===== src/rtl/fp_pkg.sv =====
// +------------------------------------------------------------------+
// | fp_pkg: shared single-precision adder types and constants        |
// | Rev 1.0                                                          |
// +------------------------------------------------------------------+
`default_nettype none

package fp_pkg;

    localparam int EXP_W  = 8;
    localparam int MANT_W = 23;
    localparam logic [EXP_W-1:0] EXP_MAX = 8'hFF;

    typedef struct packed {
        logic              sign;
        logic [EXP_W-1:0]  exp;
        logic [MANT_W-1:0] frac;
    } fp32_t;

    typedef enum logic [1:0] {
        ST_IDLE = 2'd0,
        ST_NORM = 2'd1,
        ST_DONE = 2'd2
    } norm_state_t;

endpackage

`default_nettype wire


===== src/rtl/fp_normalizer_if.sv =====
// +------------------------------------------------------------------+
// | fp_normalizer_if: ALU-sum input and packed-result handshakes      |
// | Rev 1.0                                                          |
// +------------------------------------------------------------------+
`default_nettype none

interface fp_normalizer_if #(
    parameter int EXP_W  = 8,
    parameter int MANT_W = 23
);
    logic                    in_valid;
    logic                    in_ready;
    logic                    in_sign;
    logic                    in_carry;
    logic [EXP_W-1:0]        in_exp;
    logic [MANT_W:0]         in_mant;
    logic                    out_valid;
    logic                    out_ready;
    logic [EXP_W+MANT_W:0]   result;
    logic                    overflow;

    // Normalizer side
    modport slave (
        input  in_valid, in_sign, in_carry, in_exp, in_mant, out_ready,
        output in_ready, out_valid, result, overflow
    );

    // Producer/consumer side
    modport master (
        output in_valid, in_sign, in_carry, in_exp, in_mant, out_ready,
        input  in_ready, out_valid, result, overflow
    );
endinterface

`default_nettype wire


===== src/rtl/fp_normalizer.sv =====
// +------------------------------------------------------------------+
// | fp_normalizer: iterative post-ALU normalization to binary32       |
// | Rev 1.0                                                          |
// +------------------------------------------------------------------+
`default_nettype none

module fp_normalizer
    import fp_pkg::*;
#(
    parameter int EXP_W  = 8,
    parameter int MANT_W = 23
) (
    input  wire logic       clk,
    input  wire logic       reset,
    fp_normalizer_if.slave  bus
);

    localparam int               c_MW       = MANT_W + 1;
    localparam logic [EXP_W-1:0] c_EXP_MAX  = '1;
    localparam logic [EXP_W-1:0] c_EXP_ONE  = {{(EXP_W-1){1'b0}}, 1'b1};

    norm_state_t               r_state;
    logic                      r_sign;
    logic                      r_carry;
    logic [EXP_W-1:0]          r_exp;
    logic [c_MW-1:0]           r_mant;
    logic                      r_in_ready;
    logic                      r_out_valid;
    logic [EXP_W+MANT_W:0]     r_result;
    logic                      r_overflow;

    norm_state_t               w_next_state;
    logic                      w_sign;
    logic                      w_carry;
    logic [EXP_W-1:0]          w_exp;
    logic [EXP_W-1:0]          w_exp_inc;
    logic [c_MW-1:0]           w_mant;
    logic                      w_ovf;

    assign w_exp_inc = r_exp + c_EXP_ONE;

    // One normalization action per NORM cycle, first matching rule wins
    always_comb begin
        w_next_state = r_state;
        w_sign       = r_sign;
        w_carry      = r_carry;
        w_exp        = r_exp;
        w_mant       = r_mant;
        w_ovf        = 1'b0;
        if (r_state == ST_NORM) begin
            if (r_exp == c_EXP_MAX) begin
                w_next_state = ST_DONE;
            end else if (r_carry) begin
                w_mant       = {1'b1, r_mant[c_MW-1:1]};
                w_exp        = w_exp_inc;
                w_carry      = 1'b0;
                if (w_exp_inc == c_EXP_MAX) begin
                    w_mant[MANT_W-1:0] = '0;
                    w_ovf              = 1'b1;
                end
                w_next_state = ST_DONE;
            end else if (r_mant == '0) begin
                w_sign       = 1'b0;
                w_exp        = '0;
                w_next_state = ST_DONE;
            end else if (r_mant[c_MW-1]) begin
                w_next_state = ST_DONE;
            end else if (r_exp <= c_EXP_ONE) begin
                // Exponent floor reached: emit as subnormal without further shifting
                w_exp        = '0;
                w_next_state = ST_DONE;
            end else begin
                w_mant       = r_mant << 1;
                w_exp        = r_exp - c_EXP_ONE;
            end
        end
    end

    always_ff @(posedge clk) begin
        if (reset) begin
            r_state     <= ST_IDLE;
            r_sign      <= 1'b0;
            r_carry     <= 1'b0;
            r_exp       <= '0;
            r_mant      <= '0;
            r_in_ready  <= 1'b1;
            r_out_valid <= 1'b0;
            r_result    <= '0;
            r_overflow  <= 1'b0;
        end else begin
            case (r_state)
                ST_IDLE: begin
                    if (bus.in_valid) begin
                        r_sign     <= bus.in_sign;
                        r_carry    <= bus.in_carry;
                        r_exp      <= bus.in_exp;
                        r_mant     <= bus.in_mant;
                        r_in_ready <= 1'b0;
                        r_state    <= ST_NORM;
                    end
                end
                ST_NORM: begin
                    r_sign  <= w_sign;
                    r_carry <= w_carry;
                    r_exp   <= w_exp;
                    r_mant  <= w_mant;
                    r_state <= w_next_state;
                    if (w_next_state == ST_DONE) begin
                        r_out_valid <= 1'b1;
                        r_result    <= {w_sign, w_exp, w_mant[MANT_W-1:0]};
                        r_overflow  <= w_ovf;
                    end
                end
                ST_DONE: begin
                    if (bus.out_ready) begin
                        r_out_valid <= 1'b0;
                        r_overflow  <= 1'b0;
                        r_in_ready  <= 1'b1;
                        r_state     <= ST_IDLE;
                    end
                end
                default: begin
                    r_out_valid <= 1'b0;
                    r_in_ready  <= 1'b1;
                    r_state     <= ST_IDLE;
                end
            endcase
        end
    end

    assign bus.in_ready  = r_in_ready;
    assign bus.out_valid = r_out_valid;
    assign bus.result    = r_result;
    assign bus.overflow  = r_overflow;

endmodule

`default_nettype wire


===== src/flat_wrapper.sv =====
// flat-port wrapper written by rule: the top's interface ports become plain ports
module fp_normalizer_flat import fp_pkg::*;
#(
    parameter int EXP_W  = 8,
    parameter int MANT_W = 23
)
  (clk, reset, bus_in_valid, bus_in_sign, bus_in_carry, bus_in_exp, bus_in_mant, bus_out_ready, bus_in_ready, bus_out_valid, bus_result, bus_overflow);
  fp_normalizer_if #(.EXP_W(EXP_W), .MANT_W(MANT_W)) bus_i ();
  input  wire logic clk;
  input  wire logic reset;
  input wire logic [$bits(bus_i.in_valid)-1:0] bus_in_valid;
  input wire logic [$bits(bus_i.in_sign)-1:0] bus_in_sign;
  input wire logic [$bits(bus_i.in_carry)-1:0] bus_in_carry;
  input wire logic [$bits(bus_i.in_exp)-1:0] bus_in_exp;
  input wire logic [$bits(bus_i.in_mant)-1:0] bus_in_mant;
  input wire logic [$bits(bus_i.out_ready)-1:0] bus_out_ready;
  output wire logic [$bits(bus_i.in_ready)-1:0] bus_in_ready;
  output wire logic [$bits(bus_i.out_valid)-1:0] bus_out_valid;
  output wire logic [$bits(bus_i.result)-1:0] bus_result;
  output wire logic [$bits(bus_i.overflow)-1:0] bus_overflow;
  assign bus_i.in_valid = bus_in_valid;
  assign bus_i.in_sign = bus_in_sign;
  assign bus_i.in_carry = bus_in_carry;
  assign bus_i.in_exp = bus_in_exp;
  assign bus_i.in_mant = bus_in_mant;
  assign bus_i.out_ready = bus_out_ready;
  assign bus_in_ready = bus_i.in_ready;
  assign bus_out_valid = bus_i.out_valid;
  assign bus_result = bus_i.result;
  assign bus_overflow = bus_i.overflow;
  fp_normalizer #(.EXP_W(EXP_W), .MANT_W(MANT_W)) u_core (.clk(clk), .reset(reset), .bus(bus_i));
endmodule

===== config.mk =====
export PLATFORM = sky130hd
export DESIGN_NAME = fp_normalizer_flat
export DESIGN_NICKNAME = d
export VERILOG_FILES = /design/src/rtl/fp_pkg.sv /design/src/rtl/fp_normalizer_if.sv /design/src/rtl/fp_normalizer.sv /design/src/flat_wrapper.sv
export SDC_FILE = /design/constraint.sdc
export NUM_CORES = 1
export LEC_CHECK = 0
export ABC_AREA = 0
export ABC_CLOCK_PERIOD_IN_PS = 4100
export CAP_MARGIN = 10
export CORE_UTILIZATION = 45
export DETAILED_ROUTE_END_ITERATION = 16
export PLACE_DENSITY = 0.66
export SETUP_SLACK_MARGIN = 0.1
export SLEW_MARGIN = 5
export SYNTH_ARGS = -nofsm -noshare
export SYNTH_HDL_FRONTEND = slang
export SYNTH_SLANG_ARGS = --single-unit

===== constraint.sdc =====
create_clock -name clk -period 4.1 [get_ports clk]
set_clock_uncertainty 0.1 [all_clocks]
set_input_delay 0.82 -clock clk [delete_from_list [all_inputs] [get_ports clk]]
set_output_delay 0.82 -clock clk [all_outputs]
set_load 0.02 [all_outputs]

==> summary.md <==
The flow ran to the end, and the final reports show no timing, DRC or antenna violations. Internal power: 0.00176 W. The number of cells on the worst reg-to-reg path is 8. The reported net switching power was 0.00117 W; the biggest cell delay along the critical path was 0.54 ns.

The largest total area in the synthesized netlist belongs to dfxtp_1. The count of nets left with antenna violations once routing finished came out at 0. Summing all multi-input logic gate instances after layout gives 2630 um^2. Detailed placement ended at an HPWL of 9060 um.

Wires add up to 13,800 um. In the final design database the tool counted 657 nets. For the post-route DRC violation count, the log shows 0. Global routing used 42.1% of the available met2 tracks.

Met3 usage: 4.85%. The number of global-route vias before repair came out at 4,182. The synthesis-stage register bit count is 71, and the final-report max-slew violation count is 0. Counting instances in the post-synthesis netlist gives the leading cell types as dfxtp_1 (71), nor2_1 (65), a21oi_1 (48), clkbuf_1 (45). Counting buffers and inverters, the worst setup path is 8 cells deep. After filler insertion, the fill cell instance count of the layout stands at 905. The combinational share of power is 41.5%. After detailed placement, the total cell area comes to 5130 um^2. The global-route usage over all layers is 28.8%, and the count of buffers added by post-CTS timing repair for setup is 0. The first global-routing pass estimated 22,700 um of wire.

The initial utilization of the core area, before any placement, comes to 47.0%. The initial antenna violation count was 0. The number of clock sinks came out at 71. The run gives 0 as the count of warnings emitted by yosys. Static timing analysis puts the maximum clock frequency at 311 MHz.

The clock passes through at most 2 buffers. The global routing stage identified its most utilized layer as met1. The net count of the mapped netlist was 617; the per-cell routed wire length was 18.5 um. Hold repair after CTS inserted 0 buffers. The worst setup path endpoint was u_core.bus.result[14]$_SDFFE_PP0P_.

At the pin with the least slew margin, the transition time is 1.02 ns. The run gives 0.918 as the final weighted congestion of routability-driven global placement. Setup repair after global routing left no endpoint under its margin.

Sequential cells account for 34.5% of the total power. Among all stages on the critical path, the largest delay is contributed by ha_1. 73 I/O pins were placed. The synthesized design devotes to its leading area cell type 32.2% of total area. The power per standard cell area works out to 544 nW/um^2. The worst path in the final design needs a cycle of 3.21 ns, including I/O delays and setup.

Summing every instance area after synthesis gives 4410 um^2. The clock root buffer is clkbuf_8. The height of the die was 101 um; the layout overhead on the synthesized area was 22.0%. The total negative slack for setup checks was 0 ns.

The first-pass detailed-route iteration total was 5; the final hold violation count was 0. The worst setup path is launched from a flop. The share of total power dissipated in the clock network is 24.0%. Registers take 1420 um^2.

TritonCTS built the clock tree. During placement, the flow inserted port buffers numbering 72. The final route contains 4,624 vias. VDD sags by at most 0.278 mV.

Setup violations remaining at the end of the flow were counted as 0. The headroom to the max-slew limit is 32.1%, and the post-synthesis instance total is 575. The run gives 0.36 ns as the worst-skew pair later-pin latency. Across the run, the number of max-cap violations was 0.

H-tree level count: 3. At the worst endpoint, the arrival time is 3.31 ns. The analysis attributes to cell leakage a power of 1.89 nW.

For this run, the register share of the synthesized area comes to 32.2%. In this run the register-to-register setup slack is 0.89 ns. In this run the worst path has a maximum fanout of 22.

The startpoint identified for the worst hold timing path is u_core.bus.result[31]$_SDFFE_PP0P_. The part of the cycle the worst path needs came out at 78.3%. The met1 demand-to-capacity share in global routing is 42.9%. The area of the core region came out at 9370 um^2. The violation count after the first detailed-routing iteration was 455. The tools report the final instance area as 5380 um^2. Cell family contributing the most delay on the critical path: compound AO/OA/AOI/OAI gates. For the remaining global-route overflow, the log shows 0. The die covers 10,200 um^2. In this run switching power makes up 39.9% of total power.

The per-cell via count in the routed design is 6.18. The start-to-end type of the worst setup path was reg2reg. In this run, post-CTS repair resized a total of 0 instances.

For the worst setup path, the data required time is 4.20 ns. In this run, CTS created clock tree buffers numbering 9. Entering global routing, the biggest net connects 69 pins. Most repeated cell in the gate-level netlist after synthesis: dfxtp_1.

Sorting the synthesized cells by area gives the leading types as dfxtp_1 (32%), nor2_1 (5.5%), a21oi_1 (5.4%). 0 antenna diodes ended up in the layout. For the count of cell types in the netlist, the log shows 62. The endpoint class of the critical path is a flop.

First element of the critical path: u_core.r_exp[1]$_SDFFE_PP0P_. In this run the worst hold path is classified as reg2reg. The total number of placement rows is 35, and the number of enable-type register cells in the synthesized netlist is 0. The fraction of layout instances using a drive strength above 1 works out to 7.27%. Capturing point of the worst reg2reg path: u_core.bus.result[14]$_SDFFE_PP0P_.

Clock-pin slew was measured on the worst setup and hold paths at 0.08 ns. In the synthesized netlist the async set-or-reset flop fraction comes to 0%. Walking the worst path, the cells encountered are ha_1 > nand3_1 > or3b_2 > a32oi_1 > a21oi_1 > buf_4 > a311oi_1 > a211oi_2. Startpoint of the worst-slack reg-to-reg timing path: u_core.r_exp[1]$_SDFFE_PP0P_. The main flop type after synthesis is dfxtp_1. The average instance in the mapped netlist occupies 7.67 um^2. The width of the die is 101 um, and the sum of buffers and inverters on the critical path is 1.
==> power groups by stage <==
stage                     registers (W)  clock network, W  logic [W]
after floorplan                 0.00102                 0   0.000822
after global placement          0.00102                 0    0.00119
final                           0.00101          0.000702    0.00121
after detailed placement        0.00102                 0    0.00120
after CTS                       0.00100          0.000714    0.00121
after global routing            0.00103          0.000744    0.00134
==> sequential cells by signal, summed over array words and instances (netlist names) <==
name / flops
u_core.bus.in_ready: 1
u_core.bus.out_valid: 1
u_core.bus.overflow: 1
u_core.bus.result: 32
u_core.r_carry: 1
u_core.r_exp: 8
u_core.r_mant: 24
u_core.r_sign: 1
u_core.r_state: 2
==> kinds of logic (layout without fill, tap and decap cells) <==
| kind of cell | count (synthesis) | after routing | share of synthesized area [%] |
|---|---|---|---|
| buf+inv | 84 | 128 | 8.29 |
| xor+xnor | 9 | 9 | 1.79 |
| compound gates | 218 | 218 | 34.7 |
| fa+ha+maj | 4 | 4 | 1.14 |
| mux | 12 | 12 | 2.73 |
| flops | 71 | 71 | 32.2 |
| simple gates | 177 | 177 | 19.1 |
==> per-stage QoR <==
step | setup WS (ns) | power (W) | hold slack [ns] | utilization [%] | cells
finish | 0.889 | 0.00293 | 0.363 | 57.4 | 748
CTS | 0.955 | 0.00292 | 0.371 | 57.4 | 748
floorplan | 1.55 | 0.00184 | 0.353 | - | 575
detailed placement | 0.988 | 0.00222 | 0.356 | 54.8 | 733
global route | 0.707 | 0.00311 | 0.391 | 57.4 | 748
global placement | 1.02 | 0.00221 | 0.354 | 54.8 | 733
==> placed cells by master, fill, tap and decap left out, types with 3 or more instances in the layout <==
cell | netlist | routed
a21o_1 | 8 | 8
a311oi_2 | 3 | 3
o22ai_1 | 3 | 3
inv_1 | 27 | 27
nand3_1 | 24 | 23
ha_1 | 4 | 4
o311ai_0 | 3 | 3
xor2_1 | 4 | 4
o211ai_1 | 3 | 3
nand2_1 | 38 | 38
a21oi_1 | 48 | 48
mux2i_1 | 12 | 12
o22a_1 | 22 | 22
nor2b_1 | 8 | 7
clkdlybuf4s50_1 | 0 | 71
or3_1 | 3 | 3
nor4_1 | 8 | 8
nor2_1 | 65 | 65
o21ai_0 | 38 | 38
nor3_1 | 4 | 4
dfxtp_1 | 71 | 71
a221oi_1 | 5 | 5
a311oi_1 | 17 | 17
clkbuf_8 | 0 | 10
xnor2_1 | 5 | 5
or4_1 | 3 | 3
a31oi_1 | 18 | 18
bufinv_16 | 0 | 3
nand2b_1 | 5 | 5
a211oi_1 | 22 | 22
o32ai_1 | 3 | 3
buf_4 | 1 | 14
nand4_1 | 5 | 5
a32oi_1 | 3 | 3
==> layer usage <==
layer / wire length (um) / share of wire (%) / vias up
met3: 1020 / 7.4 / 17
met5: 0 / 0 / -
li1: - / - / 2223
met4: 188 / 1.4 / 0
met1: 6680 / 48 / 2159
met2: 5950 / 43 / 225
==> layout make-up <==
type	count	share of cell area (%)
clock buffer	10	2.56
sequential	71	26.4
inverter	27	1.88
clock inverter	5	1.98
tap	129	3.00
multi-input combinational	420	48.9
timing repair buffer	86	15.3
==> worst reg2reg max path, delay by kind of cell (launching register included) <==
kind,cells,cell delay (ns)
compound gates,4,0.95
fa+ha+maj,1,0.54
buf+inv,1,0.24
flops,1,0.53
simple gates,2,0.71
==> how the worst min path moves through the flow <==
stage                                               endpoint  slack, ns  depth (start not counted)
after CTS                 u_core.bus.result[31]$_SDFFE_PP0P_       0.37                          2
after global routing      u_core.bus.result[23]$_SDFFE_PP0P_       0.39                          2
after detailed placement  u_core.bus.result[31]$_SDFFE_PP0P_       0.36                          2
after global placement    u_core.bus.result[31]$_SDFFE_PP0P_       0.35                          2
after floorplan                   u_core.r_sign$_SDFFE_PP0P_       0.35                          2
final                     u_core.bus.result[31]$_SDFFE_PP0P_       0.36                          2
Note: power is estimated with default switching activity, not from simulation.
